<file path="src/rtl/chunked_multicycle_adder.sv">
// chunked_multicycle_adder: adds two WIDTH-bit operands CHUNK bits per clock.
// The carry ripples between chunks through a register. Operands enter through
// one valid/ready handshake. The sum, carry-out and signed overflow leave
// through a second valid/ready handshake.
// Optional feature macro: CHUNKED_MULTICYCLE_ADDER_SUB_EN adds a 'sub' input.
// When sub is high, b is inverted at capture, so cin=1 gives a-b.
module chunked_multicycle_adder #(
    parameter int WIDTH = 8,
    parameter int CHUNK = 4
) (
    input  logic             clk,
    input  logic             rst,
    input  logic             in_valid,
    output logic             in_ready,
    input  logic [WIDTH-1:0] a,
    input  logic [WIDTH-1:0] b,
    input  logic             cin,
`ifdef CHUNKED_MULTICYCLE_ADDER_SUB_EN
    input  logic             sub,
`endif
    output logic             out_valid,
    input  logic             out_ready,
    output logic [WIDTH-1:0] sum,
    output logic             cout,
    output logic             ovf
);

    localparam int NCHUNK = WIDTH / CHUNK;
    localparam int IDX_W  = (NCHUNK > 1) ? $clog2(NCHUNK) : 1;

    localparam logic [1:0] S_IDLE = 2'd0;
    localparam logic [1:0] S_ADD  = 2'd1;
    localparam logic [1:0] S_HOLD = 2'd2;

    // The carry into the MSB equals a_msb ^ b_msb ^ s_msb.
    // Overflow is that carry XOR the carry out of the MSB.
    // This form also works when CHUNK is 1.
    function automatic logic ovf_calc(input logic a_msb, input logic b_msb,
                                      input logic s_msb, input logic c_out);
        return a_msb ^ b_msb ^ s_msb ^ c_out;
    endfunction

    logic [1:0]       state_r;
    logic [WIDTH-1:0] a_q;
    logic [WIDTH-1:0] b_q;
    logic             carry_r;
    logic [IDX_W-1:0] idx_r;

    logic [WIDTH-1:0] b_cap_s;
    logic [CHUNK-1:0] chunk_a_s;
    logic [CHUNK-1:0] chunk_b_s;
    logic [CHUNK:0]   chunk_sum_s;
    logic             last_s;

    // in_ready is held low for as long as reset is asserted.
    assign in_ready = (state_r == S_IDLE) && !rst;

    // Operand B as captured: inverted for subtraction when the feature is built.
    always_comb begin
        b_cap_s = b;
`ifdef CHUNKED_MULTICYCLE_ADDER_SUB_EN
        if (sub) begin
            b_cap_s = ~b;
        end else begin
            b_cap_s = b;
        end
`endif
    end

    // Current chunk addition (unsigned, CHUNK+1 bits including the carry out).
    always_comb begin
        chunk_a_s   = a_q[idx_r*CHUNK +: CHUNK];
        chunk_b_s   = b_q[idx_r*CHUNK +: CHUNK];
        chunk_sum_s = {1'b0, chunk_a_s} + {1'b0, chunk_b_s} + {{CHUNK{1'b0}}, carry_r};
        last_s      = (idx_r == IDX_W'(NCHUNK - 1));
    end

    // Control FSM and datapath registers. All outputs are registered here.
    always_ff @(posedge clk or posedge rst) begin
        if (rst) begin
            state_r   <= S_IDLE;
            a_q       <= {WIDTH{1'b0}};
            b_q       <= {WIDTH{1'b0}};
            carry_r   <= 1'b0;
            idx_r     <= {IDX_W{1'b0}};
            sum       <= {WIDTH{1'b0}};
            cout      <= 1'b0;
            ovf       <= 1'b0;
            out_valid <= 1'b0;
        end else begin
            case (state_r)
                S_IDLE: begin
                    if (in_valid) begin
                        a_q     <= a;
                        b_q     <= b_cap_s;
                        carry_r <= cin;
                        idx_r   <= {IDX_W{1'b0}};
                        state_r <= S_ADD;
                    end
                end
                S_ADD: begin
                    sum[idx_r*CHUNK +: CHUNK] <= chunk_sum_s[CHUNK-1:0];
                    carry_r <= chunk_sum_s[CHUNK];
                    idx_r   <= idx_r + IDX_W'(1);
                    if (last_s) begin
                        cout      <= chunk_sum_s[CHUNK];
                        ovf       <= ovf_calc(a_q[WIDTH-1], b_q[WIDTH-1],
                                              chunk_sum_s[CHUNK-1], chunk_sum_s[CHUNK]);
                        out_valid <= 1'b1;
                        state_r   <= S_HOLD;
                    end
                end
                S_HOLD: begin
                    // Results stay stable until the consumer takes them.
                    // They are kept after that until the next result is written.
                    if (out_ready) begin
                        out_valid <= 1'b0;
                        state_r   <= S_IDLE;
                    end
                end
                default: begin
                    out_valid <= 1'b0;
                    state_r   <= S_IDLE;
                end
            endcase
        end
    end

endmodule

</file>
<file path="config.mk">
export PLATFORM = sky130hd
export DESIGN_NAME = chunked_multicycle_adder
export DESIGN_NICKNAME = d
export VERILOG_FILES = /design/src/rtl/chunked_multicycle_adder.sv
export SDC_FILE = /design/constraint.sdc
export NUM_CORES = 1
export LEC_CHECK = 0
export ABC_CLOCK_PERIOD_IN_PS = 3000
export CAP_MARGIN = 10
export CORE_MARGIN = 5
export CORE_UTILIZATION = 47
export CTS_BUF_LIST = sky130_fd_sc_hd__clkbuf_2 sky130_fd_sc_hd__clkbuf_4 sky130_fd_sc_hd__clkbuf_8
export DETAILED_ROUTE_END_ITERATION = 8
export PLACE_DENSITY_LB_ADDON = 0.08
export SYNTH_ARGS = -nofsm -noshare
export SYNTH_HDL_FRONTEND = slang
export SYNTH_SLANG_ARGS = --single-unit
</file>
<file path="constraint.sdc">
create_clock -name clk -period 3 [get_ports clk]
set_clock_uncertainty 0.2 [all_clocks]
set_input_delay 0.9 -clock clk [delete_from_list [all_inputs] [get_ports clk]]
set_output_delay 0.9 -clock clk [all_outputs]
set_load 0.005 [all_outputs]
</file>
# After elaboration in Yosys (flattened, before gate mapping)
# Cells that the tools add are included.
[word_totals] wordCells=47 inputBits=21 regBits=31 out_inout_bits=12
[classes] shifts=4 n_bitwise=4 n_mux=12 n_eq_ne=5 n_addsub=4 reduce_logical=9
[ops] cell="negator 3 -> 34 bit" n=1
[ops] cell="variable shift 4 x 34 -> 8 bit, first input constant" n=1
[ops] cell="indexed part select 4 x 34 -> 8 bit" n=1
[ops] cell="indexed part select 8 x 4 -> 4 bit" n=2
[ops] cell="bitwise mux 8 bit" n=1
[ops] cell="2-to-1 mux 2 bit" n=3
[ops] cell="inequality test 2 bit, second input constant" n=3
[ops] cell="case mux 2 bit (3 select lines)" n=1
[ops] cell="AND reduction 2 bit" n=3
[ops] cell="AND reduction 3 bit" n=2
[ops] cell="adder 4 x 4 -> 5 bit" n=1
[ops] cell="adder 5 x 1 -> 5 bit" n=1
[ops] cell="2-to-1 mux 1 bit" n=4
[ops] cell="case mux 1 bit (2 select lines)" n=2
[ops] cell="case mux 1 bit (3 select lines)" n=1
[ops] cell="XOR 1 bit" n=3
[ops] cell="equality test 2 x 1 -> 1 bit, second input constant" n=1
[ops] cell="equality test 2 bit, second input constant" n=1
[ops] cell="logical NOT 2 bit" n=1
[ops] cell="nonzero test 2 bit" n=1
[ops] cell="adder 1 bit, second input constant" n=1
[ops] cell="logical AND 1 bit" n=1
[ops] cell="logical NOT 1 bit" n=1
[ops] cell="NOT 1 bit" n=1

# Longest topological paths before layout
# Gate-level depths: netlist of the first run.
[depth] ltp_word=5 ltp_mapped=8

# Least setup slack after synthesis of the first run
# Ideal clock, no wire load.
[synth_path] path_type="register to register" startpoint="reg idx_r" endpoint="reg ovf" path_stages_with_launch=9 setup_slack_ns=0.177 n_path_buf=1 t_arrival_ns=2.527 period_less_slack_ns=2.823 path_cell_list="dfrtp_1 -> buf_2 -> mux2_2 -> fa_1 -> fa_1 -> a21o_1 -> a211oi_2 -> a211oi_1 -> o31ai_1"
[synth_between] elab_chain_cells=5 elab_cells_between_ends=7 cone_classes="add/sub: 2; shift: 2; bitwise: 2; reduce/logical: 1"
[synth_lines] item="start: declaration" line_no="47" rtl="logic [IDX_W-1:0] idx_r;"
[synth_lines] item="start signal: assignment" line_no="85" rtl="idx_r <= {IDX_W{1'b0}};"
[synth_lines] item="start signal: assignment" line_no="97" rtl="idx_r <= {IDX_W{1'b0}};"
[synth_lines] item="start signal: assignment" line_no="104" rtl="idx_r <= idx_r + IDX_W'(1);"
[synth_lines] item="indexed part select 8 x 4 -> 4 bit (on tied branches)" line_no="72, 73"
[synth_lines] item="adder 4 x 4 -> 5 bit" line_no="74" rtl="chunk_sum_s = {1'b0, chunk_a_s} + {1'b0, chunk_b_s} + {{CHUNK{1'b0}}, carry_r};"
[synth_lines] item="adder 5 x 1 -> 5 bit" line_no="74"
[synth_lines] item="XOR 1 bit (2 in a row)" line_no="40" rtl="return a_msb ^ b_msb ^ s_msb ^ c_out;"
[synth_lines] item="end signal: assignment" line_no="107" rtl="ovf <= ovf_calc(a_q[WIDTH-1], b_q[WIDTH-1],"
[synth_lines] item="end: declaration" line_no="25" rtl="output logic ovf"
# Several ways; a longest one is shown, not always the timed one.
# A chain may end at the register's enable or synchronous reset.

# Worst setup path in the final report of the first run
[layout_path] startpoint="in rst" endpoint="out in_ready"
[layout_between] elab_chain_cells=2
[layout_lines] item="start: declaration" line_no="12" rtl="input logic rst,"
[layout_lines] item="logical NOT 1 bit (no line)"
[layout_lines] item="logical AND 1 bit" line_no="56" rtl="assign in_ready = (state_r == S_IDLE) && !rst;"
[layout_lines] item="end: declaration" line_no="14" rtl="output logic in_ready,"
# Every way passes these cells.

==> summary.md, run 1 <==
| Metric | Value |
|---|---|
| Status | finished clean |
| Clock-pin slew reported for the worst setup and hold paths after clock tree synthesis | 0.09 ns |
| Height of the die | 66.9 um |
| Cell with the most instances after synthesis | dfrtp_1 |
| Hold crit path type | reg -> reg |
| Most frequently used flop master after synthesis | dfrtp_1 |
| Largest area contributor in the synthesized netlist | dfrtp_1 |
| Total via count in the routed design | 1,034 |
| Area overhead of the layout relative to synthesis | 28.5% |
| Clock network fraction of design power | 11.3% |
| Power Density | 1250 nW/um^2 |
| Count of input and output buffers | 32 |
| Starting utilization of the core area | 49.5% |
| ANT nets after route | 0 |
| Post-route insts no fill | 205 |
| Share of the synthesized area in the top cell type | 50.9% |
| WS Path Type | in -> out |
| Ratio of routed vias to standard cells | 5.04 |
| Ys Warns | 0 |
| Per-cell routed wire length | 13.2 um |
| Overall track demand over capacity in global routing | 14.9% |
| Remaining Overflow, GRT | 0 |
| Final Hold Vio Count | 0 |
| Sw Ratio | 37.3% |
| Worst Setup Start Kind | primary input |
| Worst Hold Margin | 0.289 ns |
| Nets | 186 |
| Share of synthesized area occupied by flip-flops and latches | 50.9% |
| Standby leakage power | 0.851 nW |
| Maximum clock frequency | 0.359 GHz |
| Sinks on Clock Net | 31 |
| Total Die Area | 4480 um^2 |
| Final Max Tran Viols | 0 |
| Routed Wire Length | 2710 um |
| Final Cycle Share | 93.0% |
| Post-Syn Area | 1520 um^2 |
| First-pass GRT wire length | 4890 um |
| Worst hold path cell count | 2 |
| Dominant cells by area after synthesis | dfrtp_1, mux2_2, fa_1 |
| Overall power | 0.00246 W |
| Reg power frac | 31.0% |
| Max_slew headroom | 74.8% |
| Fraction of layout cells with a size suffix above 1 | 27.3% |
| Net Count, Synth | 148 |
| DRC errors left | 0 |
| Horiz. Die Dim | 66.9 um |
| Count of different cell masters after synthesis | 31 |
| Final setup viols | 0 |
| Max-cap violations | 0 |
| Inserted Diodes | 0 |
| Required time reported for the critical path endpoint | 1.90 ns |
| Proportion of synthesized flip-flops having asynchronous set or reset | 100% |
| VDD IR max | 0.661 mV |
| Mean cell area of the mapped netlist | 12.5 um^2 |
| Largest net degree at the start of global routing | 32 |
| Worst slew pin tran | 0.379 ns |
| FF+latch count, synth | 31 |
| Min cycle time layout | 2.79 ns |
| Critical path endpoint category | output pin |
| Internal portion of total power | 0.00154 W |
| First-pass iteration count of the detailed router | 4 |
| Worst reg-to-reg path cell count | 7 |
| Cell at the root of the clock tree | clkbuf_4 |
| Share of total power in combinational logic | 57.6% |
| Placeable Area | 3080 um^2 |
| Maximum number of buffers from clock root to sink | 2 |
| Number of DRC markers after the initial detailed-route iteration | 42 |
| Setup TNS after final layout | 0 ns |
| Cell count after synthesis | 122 |
| Setup repair after global routing missed its margin | no |
| FP Rows | 20 |
| DP Wirelength | 2090 um |
| Data arrival time of the worst path | 1.69 ns |
| Critical path fanouts, max | 2 |
| Number of H-tree levels | 2 |
| Fill cell instance count of the final layout | 257 |
| Post-synth EDFFs | 0 |
| Number of buffers added for setup after CTS | 0 |
| Routability cong. | 0.856 |
| Initial antenna violation count | 0 |
| Inserted Clock Buffers | 5 |
| Clock insertion delay at the later pin of the skew report | 0.32 ns |
| Vias in the first global route | 1,109 |
| Top-level I/O count | 33 |
| TritonCTS clock tree | built |
| Leading cell types by count after synthesis | dfrtp_1, mux2_2, nand2_1 |
| Post-Place Cells | 197 |
| Switching power summed over all nets | 0.000916 W |
registers in the layout, summed over array words and instances, names as in the netlist:
| register | count |
|---|---|
| carry_r | 1 |
| state_r | 2 |
| b_q | 8 |
| out_valid | 1 |
| sum | 8 |
| a_q | 8 |
| ovf | 1 |
| idx_r | 1 |
| cout | 1 |
worst max-delay path, cell delays in order:
cell and delay [ns]:
clkdlybuf4s50_1 0.48, nor3_1 0.04, dlygate4sd2_1 0.27
power by group through the flow:
| stage | sequential [W] | combinational [W] | clock [W] |
|---|---|---|---|
| 6_report | 0.000762 | 0.00142 | 0.000278 |
| 5_1_grt | 0.000799 | 0.00158 | 0.000306 |
| 4_1_cts | 0.000767 | 0.00143 | 0.000289 |
| 3_5_place_dp | 0.000776 | 0.00143 | 0 |
| 3_3_place_gp | 0.000768 | 0.00137 | 0 |
| 2_1_floorplan | 0.000742 | 0.00105 | 0 |
per-stage QoR:
stage               instance area [um^2]  setup slack, ns  utilization [%]
finish                              1960            0.211             63.6
global route                        1960            0.120             63.6
CTS                                 1960            0.205             63.6
detailed placement                  1890          -0.0691             61.3
global placement                    1890          -0.0724             61.3
floorplan                           1520            0.177                -
cell type report:
| class | instances | area (um^2) | share of cell area, % |
|---|---|---|---|
| repair buffers | 36 | 349 | 17.8 |
| inverters | 3 | 11.3 | 0.575 |
| multi-input cells | 83 | 693 | 35.4 |
| clock buffers | 8 | 72.6 | 3.71 |
| well taps | 44 | 55.1 | 2.81 |
| flip-flops and latches | 31 | 776 | 39.6 |
metal layers:
layer / vias to the layer above / global-route usage, % / share of wire, %
met3: 4 / 4.72 / 5.5
met2: 25 / 25.0 / 49
met5: - / 0 / 0
li1: 508 / - / -
met4: 0 / 6.08 / 1.1
met1: 497 / 17.4 / 44
final timing paths:
path / start / endpoint / slack [ns]
worst max-delay path: rst / in_ready / 0.21
worst min register to register: sum[6] / sum[6] / 0.29
min in group asynchronous: rst / state_r[0] / 0.78
worst max register to register: idx_r / ovf / 0.26
worst min-delay path: sum[6] / sum[6] / 0.29
max in group asynchronous: rst / b_q[0] / 1.54
logic make-up after synthesis:
| logic type | after synthesis | share of synthesized area, % |
|---|---|---|
| AOI/OAI and AO/OA | 22 | 9.28 |
| buffers and inverters | 8 | 3.53 |
| xor gates and xnor gates | 2 | 1.15 |
| muxes | 29 | 21.6 |
| adders and majority gates | 5 | 5.09 |
| DFF | 31 | 50.9 |
| and+or+nand+nor | 25 | 8.38 |
cells in the final DEF (no fill, tap or decap), types with 2 or more instances in the layout:
cell type | synthesis | routed
dfrtp_1 | 31 | 31
clkdlybuf4s50_1 | 0 | 31
mux2_2 | 26 | 26
nand2_1 | 10 | 10
a21oi_1 | 6 | 6
o21ai_0 | 6 | 6
clkbuf_4 | 0 | 6
nor2_1 | 5 | 5
nand3_1 | 4 | 4
buf_4 | 2 | 4
ha_1 | 3 | 3
xnor2_1 | 2 | 2
a21o_1 | 2 | 2
inv_1 | 2 | 2
o31ai_1 | 2 | 2
nor3_1 | 2 | 2
fa_1 | 2 | 2
clkbuf_8 | 0 | 2
timing repair:
| action | 4_1_cts | 5_1_grt |
|---|---|---|
| hold buffers | 0 | 0 |
| setup endpoints to repair | 1 | 0 |
| gates resized for setup | 1 | 0 |
Note: power is estimated with default switching activity, not from simulation.
==> run 2, diff against run 1 <==
--- a/config.mk
+++ b/config.mk
@@ -8,7 +8,7 @@
 export ABC_CLOCK_PERIOD_IN_PS = 3000
 export CAP_MARGIN = 10
 export CORE_MARGIN = 5
-export CORE_UTILIZATION = 47
+export CORE_UTILIZATION = 35
 export CTS_BUF_LIST = sky130_fd_sc_hd__clkbuf_2 sky130_fd_sc_hd__clkbuf_4 sky130_fd_sc_hd__clkbuf_8
 export DETAILED_ROUTE_END_ITERATION = 8
 export PLACE_DENSITY_LB_ADDON = 0.08
==> run 2 against run 1 <==
  * Utilization shrank 17 points
  * Fmax down 0.12%
  * First-iteration DRC count increased by 9.5%
==> summary.md, run 2 (synthesized netlist as in run 1, its figures left out) <==
| Metric | Value |
|---|---|
| Per-cell routed wire length | 13.9 um |
| Nets | 185 |
| Placeable Area | 4290 um^2 |
| Post-Place Cells | 204 |
| Fraction of layout cells with a size suffix above 1 | 26.9% |
| DP Wirelength | 2210 um |
| Min cycle time layout | 2.79 ns |
| Launch instance of the worst register-to-register path | idx_r |
| Initial antenna violation count | 0 |
| Vias in the first global route | 1,100 |
| Worst slew pin tran | 0.393 ns |
| FP Rows | 24 |
| Final Hold Vio Count | 0 |
| Final Cell Area | 2000 um^2 |
| Max-cap violations | 0 |
| Post-cts resize count | 1 |
| Status | finished clean |
| Leading registers by flop count | a_q: 8 flops, b_q: 8 flops, sum: 8 flops |
| DRC errors left | 0 |
| Routed Wire Length | 2960 um |
| Worst Setup Start Kind | primary input |
| ANT nets after route | 0 |
| Worst reg-to-reg path cell count | 7 |
| Final Cycle Share | 93.1% |
| Total Die Area | 5770 um^2 |
| WS Path Type | in -> out |
| Worst reg2reg path endpoint | ovf |
| TritonCTS clock tree | built |
| Placement Cell Area | 1890 um^2 |
| Final core area utilization | 46.7% |
| Count of input and output buffers | 32 |
| Sinks on Clock Net | 31 |
| Clock-pin slew reported for the worst setup and hold paths after clock tree synthesis | 0.06 ns |
| Inserted Diodes | 0 |
| Hold crit path type | reg -> reg |
| Max_slew headroom | 73.8% |
| Post-route insts no fill | 212 |
| Highest cell delay on the worst timing path | 0.42 ns |
| Critical path fanouts, max | 2 |
| Number of DRC markers after the initial detailed-route iteration | 46 |
| Post-Place Setup Slack | -0.0909 ns |
| Overall track demand over capacity in global routing | 11.4% |
| Inserted Clock Buffers | 5 |
| Data arrival time of the worst path | 1.69 ns |
| Largest net degree at the start of global routing | 32 |
| Area overhead of the layout relative to synthesis | 31.6% |
| Ratio of routed vias to standard cells | 4.88 |
| Register-to-register setup slack | 0.27 ns |
| CTS hold repair buffers | 0 |
| Maximum clock frequency | 0.358 GHz |
| Horiz. Die Dim | 76.0 um |
| Capturing element of the worst setup path | in_ready |
| VDD IR max | 0.334 mV |
| First-pass iteration count of the detailed router | 2 |
| Cell at the root of the clock tree | clkbuf_8 |
| Routability cong. | 0.740 |
| Remaining Overflow, GRT | 0 |
| Final Max Tran Viols | 0 |
| Fill cell instance count of the final layout | 404 |
| Total via count in the routed design | 1,034 |
| Number of H-tree levels | 2 |
| Standby leakage power | 0.865 nW |
| Top-level I/O count | 33 |
| Critical path, cell by cell | clkdlybuf4s50_1 > nor3_1 > dlygate4sd2_1 |
| First-pass GRT wire length | 5230 um |
| Final worst-path setup slack | 0.208 ns |
| Height of the die | 76.0 um |
| Required time reported for the critical path endpoint | 1.90 ns |
| Final setup viols | 0 |
| Setup repair after global routing missed its margin | no |
| Slowest CP cell | clkdlybuf4s50_1 |
| Power Density | 1290 nW/um^2 |
| Starting utilization of the core area | 35.5% |
| Commonest cells after routing, fill and taps aside | dfrtp_1, clkdlybuf4s50_1, mux2_2 |
| Clock insertion delay at the later pin of the skew report | 0.28 ns |
| Number of buffers added for setup after CTS | 0 |
| Crit. Startpoint | rst |
| Maximum number of buffers from clock root to sink | 2 |
| Critical path endpoint category | output pin |
-- run 2: changes by cell type in the layout (fill, tap and decap cells not counted) --
cell | before | now
clkbuf_8 | 2 | 6
clkinv_2 | 0 | 1
buf_4 | 4 | 3
clkbuf_4 | 6 | 0
bufinv_16 | 0 | 1
-- run 2: worst min-delay path by stage --
stage / from / to / slack, ns / depth (start not counted)
after global placement: a_q[6] / a_q[6] / 0.26 / 1
after global routing: a_q[3] / a_q[3] / 0.31 / 1
after CTS: ovf / ovf / 0.29 / 2
after detailed placement: ovf / ovf / 0.28 / 2
final: ovf / ovf / 0.28 / 2
after floorplan: a_q[6] / a_q[6] / 0.25 / 1
-- run 2: final cells by class --
cell class                 instances  area [um^2]  share of cell area, %
clock buffer                       6         82.6                   4.12
clock inverter                     2         35.0                   1.75
inverter                           3         11.3                  0.562
multi-input combinational         83          693                   34.6
sequential                        31          776                   38.7
tap                               52         65.1                   3.25
timing repair buffer              35          342                   17.0
-- run 2: where the power goes --
| part | internal [W] | switching (W) | leakage [nW] |
|---|---|---|---|
| Clock | 0.000268 | 0.000152 | 0.0612 |
| Sequential | 0.000635 | 0.000130 | 0.368 |
| Combinational | 0.000749 | 0.000656 | 0.436 |
| Total | 0.00165 | 0.000938 | 0.865 |
-- run 2: routing by layer --
layer / wire length (um) / part of all wire [%] / global-route usage (%)
met1: 1340 / 45 / 14.6
met2: 1360 / 46 / 17.0
met3: 175 / 5.9 / 4.38
met4: 74 / 2.5 / 4.98
met5: 0 / 0 / 0
-- run 2: through the flow --
stage | total power [W] | hold slack, ns | TNS (ns)
floorplan | 0.00179 | 0.252 | 0
global placement | 0.00216 | 0.265 | -0.0671
detailed placement | 0.00220 | 0.276 | -0.0909
CTS | 0.00264 | 0.290 | 0
global route | 0.00282 | 0.314 | 0
finish | 0.00259 | 0.284 | 0
-- run 2: worst max-delay path: cells and delay by family --
kind	cells	cell delay, ns
simple gates	1	0.12
buf+inv	2	0.68
==> run 3, diff against run 2 <==
--- a/config.mk
+++ b/config.mk
@@ -5,13 +5,13 @@
 export SDC_FILE = /design/constraint.sdc
 export NUM_CORES = 1
 export LEC_CHECK = 0
-export ABC_CLOCK_PERIOD_IN_PS = 3000
-export CAP_MARGIN = 10
+export ABC_CLOCK_PERIOD_IN_PS = 3200
 export CORE_MARGIN = 5
 export CORE_UTILIZATION = 35
 export CTS_BUF_LIST = sky130_fd_sc_hd__clkbuf_2 sky130_fd_sc_hd__clkbuf_4 sky130_fd_sc_hd__clkbuf_8
 export DETAILED_ROUTE_END_ITERATION = 8
 export PLACE_DENSITY_LB_ADDON = 0.08
+export REMOVE_ABC_BUFFERS = 1
 export SYNTH_ARGS = -nofsm -noshare
 export SYNTH_HDL_FRONTEND = slang
 export SYNTH_SLANG_ARGS = --single-unit
==> constraint.sdc (replaced) <==
create_clock -name clk -period 3.2 [get_ports clk]
set_clock_uncertainty 0.2 [all_clocks]
set_input_delay 0.96 -clock clk [delete_from_list [all_inputs] [get_ports clk]]
set_output_delay 0.96 -clock clk [all_outputs]
set_load 0.005 [all_outputs]
==> run 3 against run 2 <==
  * Clock power down 28%
  * Clock-buffer cell count up 1
  * Largest cell class unchanged
  * Die area unchanged
  * Power down 9.6%
  * Worst hold slack worse by 0.0076 ns
==> summary.md, run 3 (synthesized netlist as in run 1, its figures left out) <==
| Metric | Value |
|---|---|
| DRC errors left | 0 |
| Inserted Clock Buffers | 5 |
| Final Cycle Share | 91.0% |
| Clock-pin slew reported for the worst setup and hold paths after clock tree synthesis | 0.06 ns |
| Inserted Diodes | 0 |
| Max-cap violations | 0 |
| Data arrival time of the worst path | 1.75 ns |
| First-pass GRT wire length | 5290 um |
| Worst Setup Start Kind | primary input |
| Number of DRC markers after the initial detailed-route iteration | 54 |
| Total Die Area | 5770 um^2 |
| Initial antenna violation count | 0 |
| Leading registers by flop count | a_q: 8 flops, b_q: 8 flops, sum: 8 flops |
| Required time reported for the critical path endpoint | 2.04 ns |
| ANT nets after route | 0 |
| Worst reg-to-reg path cell count | 7 |
| Top-level I/O count | 33 |
| Max_slew headroom | 73.4% |
| Slowest CP cell | clkdlybuf4s50_1 |
| Worst slew pin tran | 0.399 ns |
| Ratio of routed vias to standard cells | 4.82 |
| Critical path fanouts, max | 2 |
| Min cycle time layout | 2.91 ns |
| Status | finished clean |
| Worst hold path cell count | 2 |
| Largest net degree at the start of global routing | 32 |
| Power Density | 1190 nW/um^2 |
| Starting utilization of the core area | 35.5% |
| Commonest cells after routing, fill and taps aside | dfrtp_1, clkdlybuf4s50_1, mux2_2 |
| Number of buffers and inverters on the critical path | 2 |
| Sinks on Clock Net | 31 |
| Area of combinational cells with multiple inputs | 693 um^2 |
| Clock insertion delay at the later pin of the skew report | 0.28 ns |
| Worst reg2reg path endpoint | ovf |
| Count of input and output buffers | 32 |
| Launch instance of the worst register-to-register path | idx_r |
| Highest cell delay on the worst timing path | 0.48 ns |
| Final Max Tran Viols | 0 |
| Per-cell routed wire length | 13.9 um |
| Maximum number of buffers from clock root to sink | 2 |
| Nets | 185 |
| Routability cong. | 0.710 |
| Kind of cell adding the most delay to the critical path | buffers and inverters |
| Setup repair after global routing missed its margin | no |
| Horiz. Die Dim | 76.0 um |
| Critical path endpoint category | output pin |
| DP Wirelength | 2190 um |
| TritonCTS clock tree | built |
| Final setup viols | 0 |
| VDD IR max | 0.486 mV |
| Overall track demand over capacity in global routing | 11.5% |
| Hold crit path type | reg -> reg |
| Height of the die | 76.0 um |
| Final Hold Vio Count | 0 |
| Fraction of layout cells with a size suffix above 1 | 26.9% |
| Fill cell instance count of the final layout | 409 |
| Maximum clock frequency | 0.343 GHz |
| WS Path Type | in -> out |
| Worst Hold Margin | 0.276 ns |
| Cell at the root of the clock tree | clkbuf_8 |
| Routed Wire Length | 2960 um |
| Area taken by flip-flops and latches | 776 um^2 |
| FP Rows | 24 |
| First-pass iteration count of the detailed router | 4 |
| Area overhead of the layout relative to synthesis | 29.7% |
| Placeable Area | 4290 um^2 |
| Register-to-register setup slack | 0.34 ns |
| Critical path, cell by cell | clkdlybuf4s50_1 > nor3_1 > dlygate4sd2_1 |
| Remaining Overflow, GRT | 0 |
| Worst hold start | sum[6] |
| Final worst-path setup slack | 0.288 ns |
| Number of H-tree levels | 2 |
| Destination of the worst hold path | sum[6] |
| Setup TNS after final layout | 0 ns |
| Standby leakage power | 0.853 nW |
| Total via count in the routed design | 1,021 |
| Post-Place Setup Slack | 0.000900 ns |
| Vias in the first global route | 1,116 |
[run 3: cell count changes in the layout (fill, tap and decap cells not counted)]
| cell | previous run | this run |
|---|---|---|
| bufinv_16 | 1 | 0 |
| clkbuf_8 | 6 | 5 |
| clkbuf_4 | 0 | 2 |
[run 3: repair_timing]
item                       in CTS  in global routing
resized for setup               1                  0
setup endpoints to repair       1                  0
buffers inserted                0                  0
hold buffers                    0                  0
[run 3: cell type report]
type,instances,share of cell area (%)
clock buffers,7,4.24
multi-input cells,83,35.1
repair buffers,35,17.3
flip-flops and latches,31,39.3
clock inverters,1,0.253
inverters,3,0.570
well taps,52,3.29
[run 3: worst max-delay path by stage]
stage          startpoint        to  slack [ns]  cells after the start
3_5_place_dp          rst  in_ready      0.0009                      3
6_report              rst  in_ready        0.29                      3
2_1_floorplan       idx_r       ovf        0.40                      7
5_1_grt             idx_r       ovf        0.14                      7
4_1_cts               rst  in_ready        0.28                      3
3_3_place_gp          rst  in_ready        0.01                      3
[run 3: worst reg2reg max path, delay by kind of cell, from the launching register on]
family          cells  cell delay, ns
compound gates      4            0.79
flops               1            0.50
mux                 1            0.39
fa+ha+maj           2            0.89
[run 3: layer usage]
| metal | vias to the layer above | share of wire (%) | global-route usage [%] |
|---|---|---|---|
| met5 | - | 0 | 0 |
| met1 | 483 | 44 | 13.5 |
| met2 | 29 | 45 | 17.6 |
| li1 | 501 | - | - |
| met4 | 0 | 2.5 | 4.98 |
| met3 | 8 | 7.9 | 5.57 |
[run 3: per-stage QoR]
stage          cell area (um^2)  std cells  util (%)  power, W
2_1_floorplan              1480        117         -   0.00164
3_3_place_gp               1890        204      44.0   0.00201
3_5_place_dp               1890        204      44.0   0.00205
4_1_cts                    1980        212      46.0   0.00237
5_1_grt                    1980        212      46.0   0.00256
6_report                   1980        212      46.0   0.00234
[run 3: power breakdown]
group          internal [W]  leakage [nW]  switching, W
clock network      0.000169        0.0491      0.000135
registers          0.000595         0.368      0.000133
logic              0.000701         0.436      0.000608
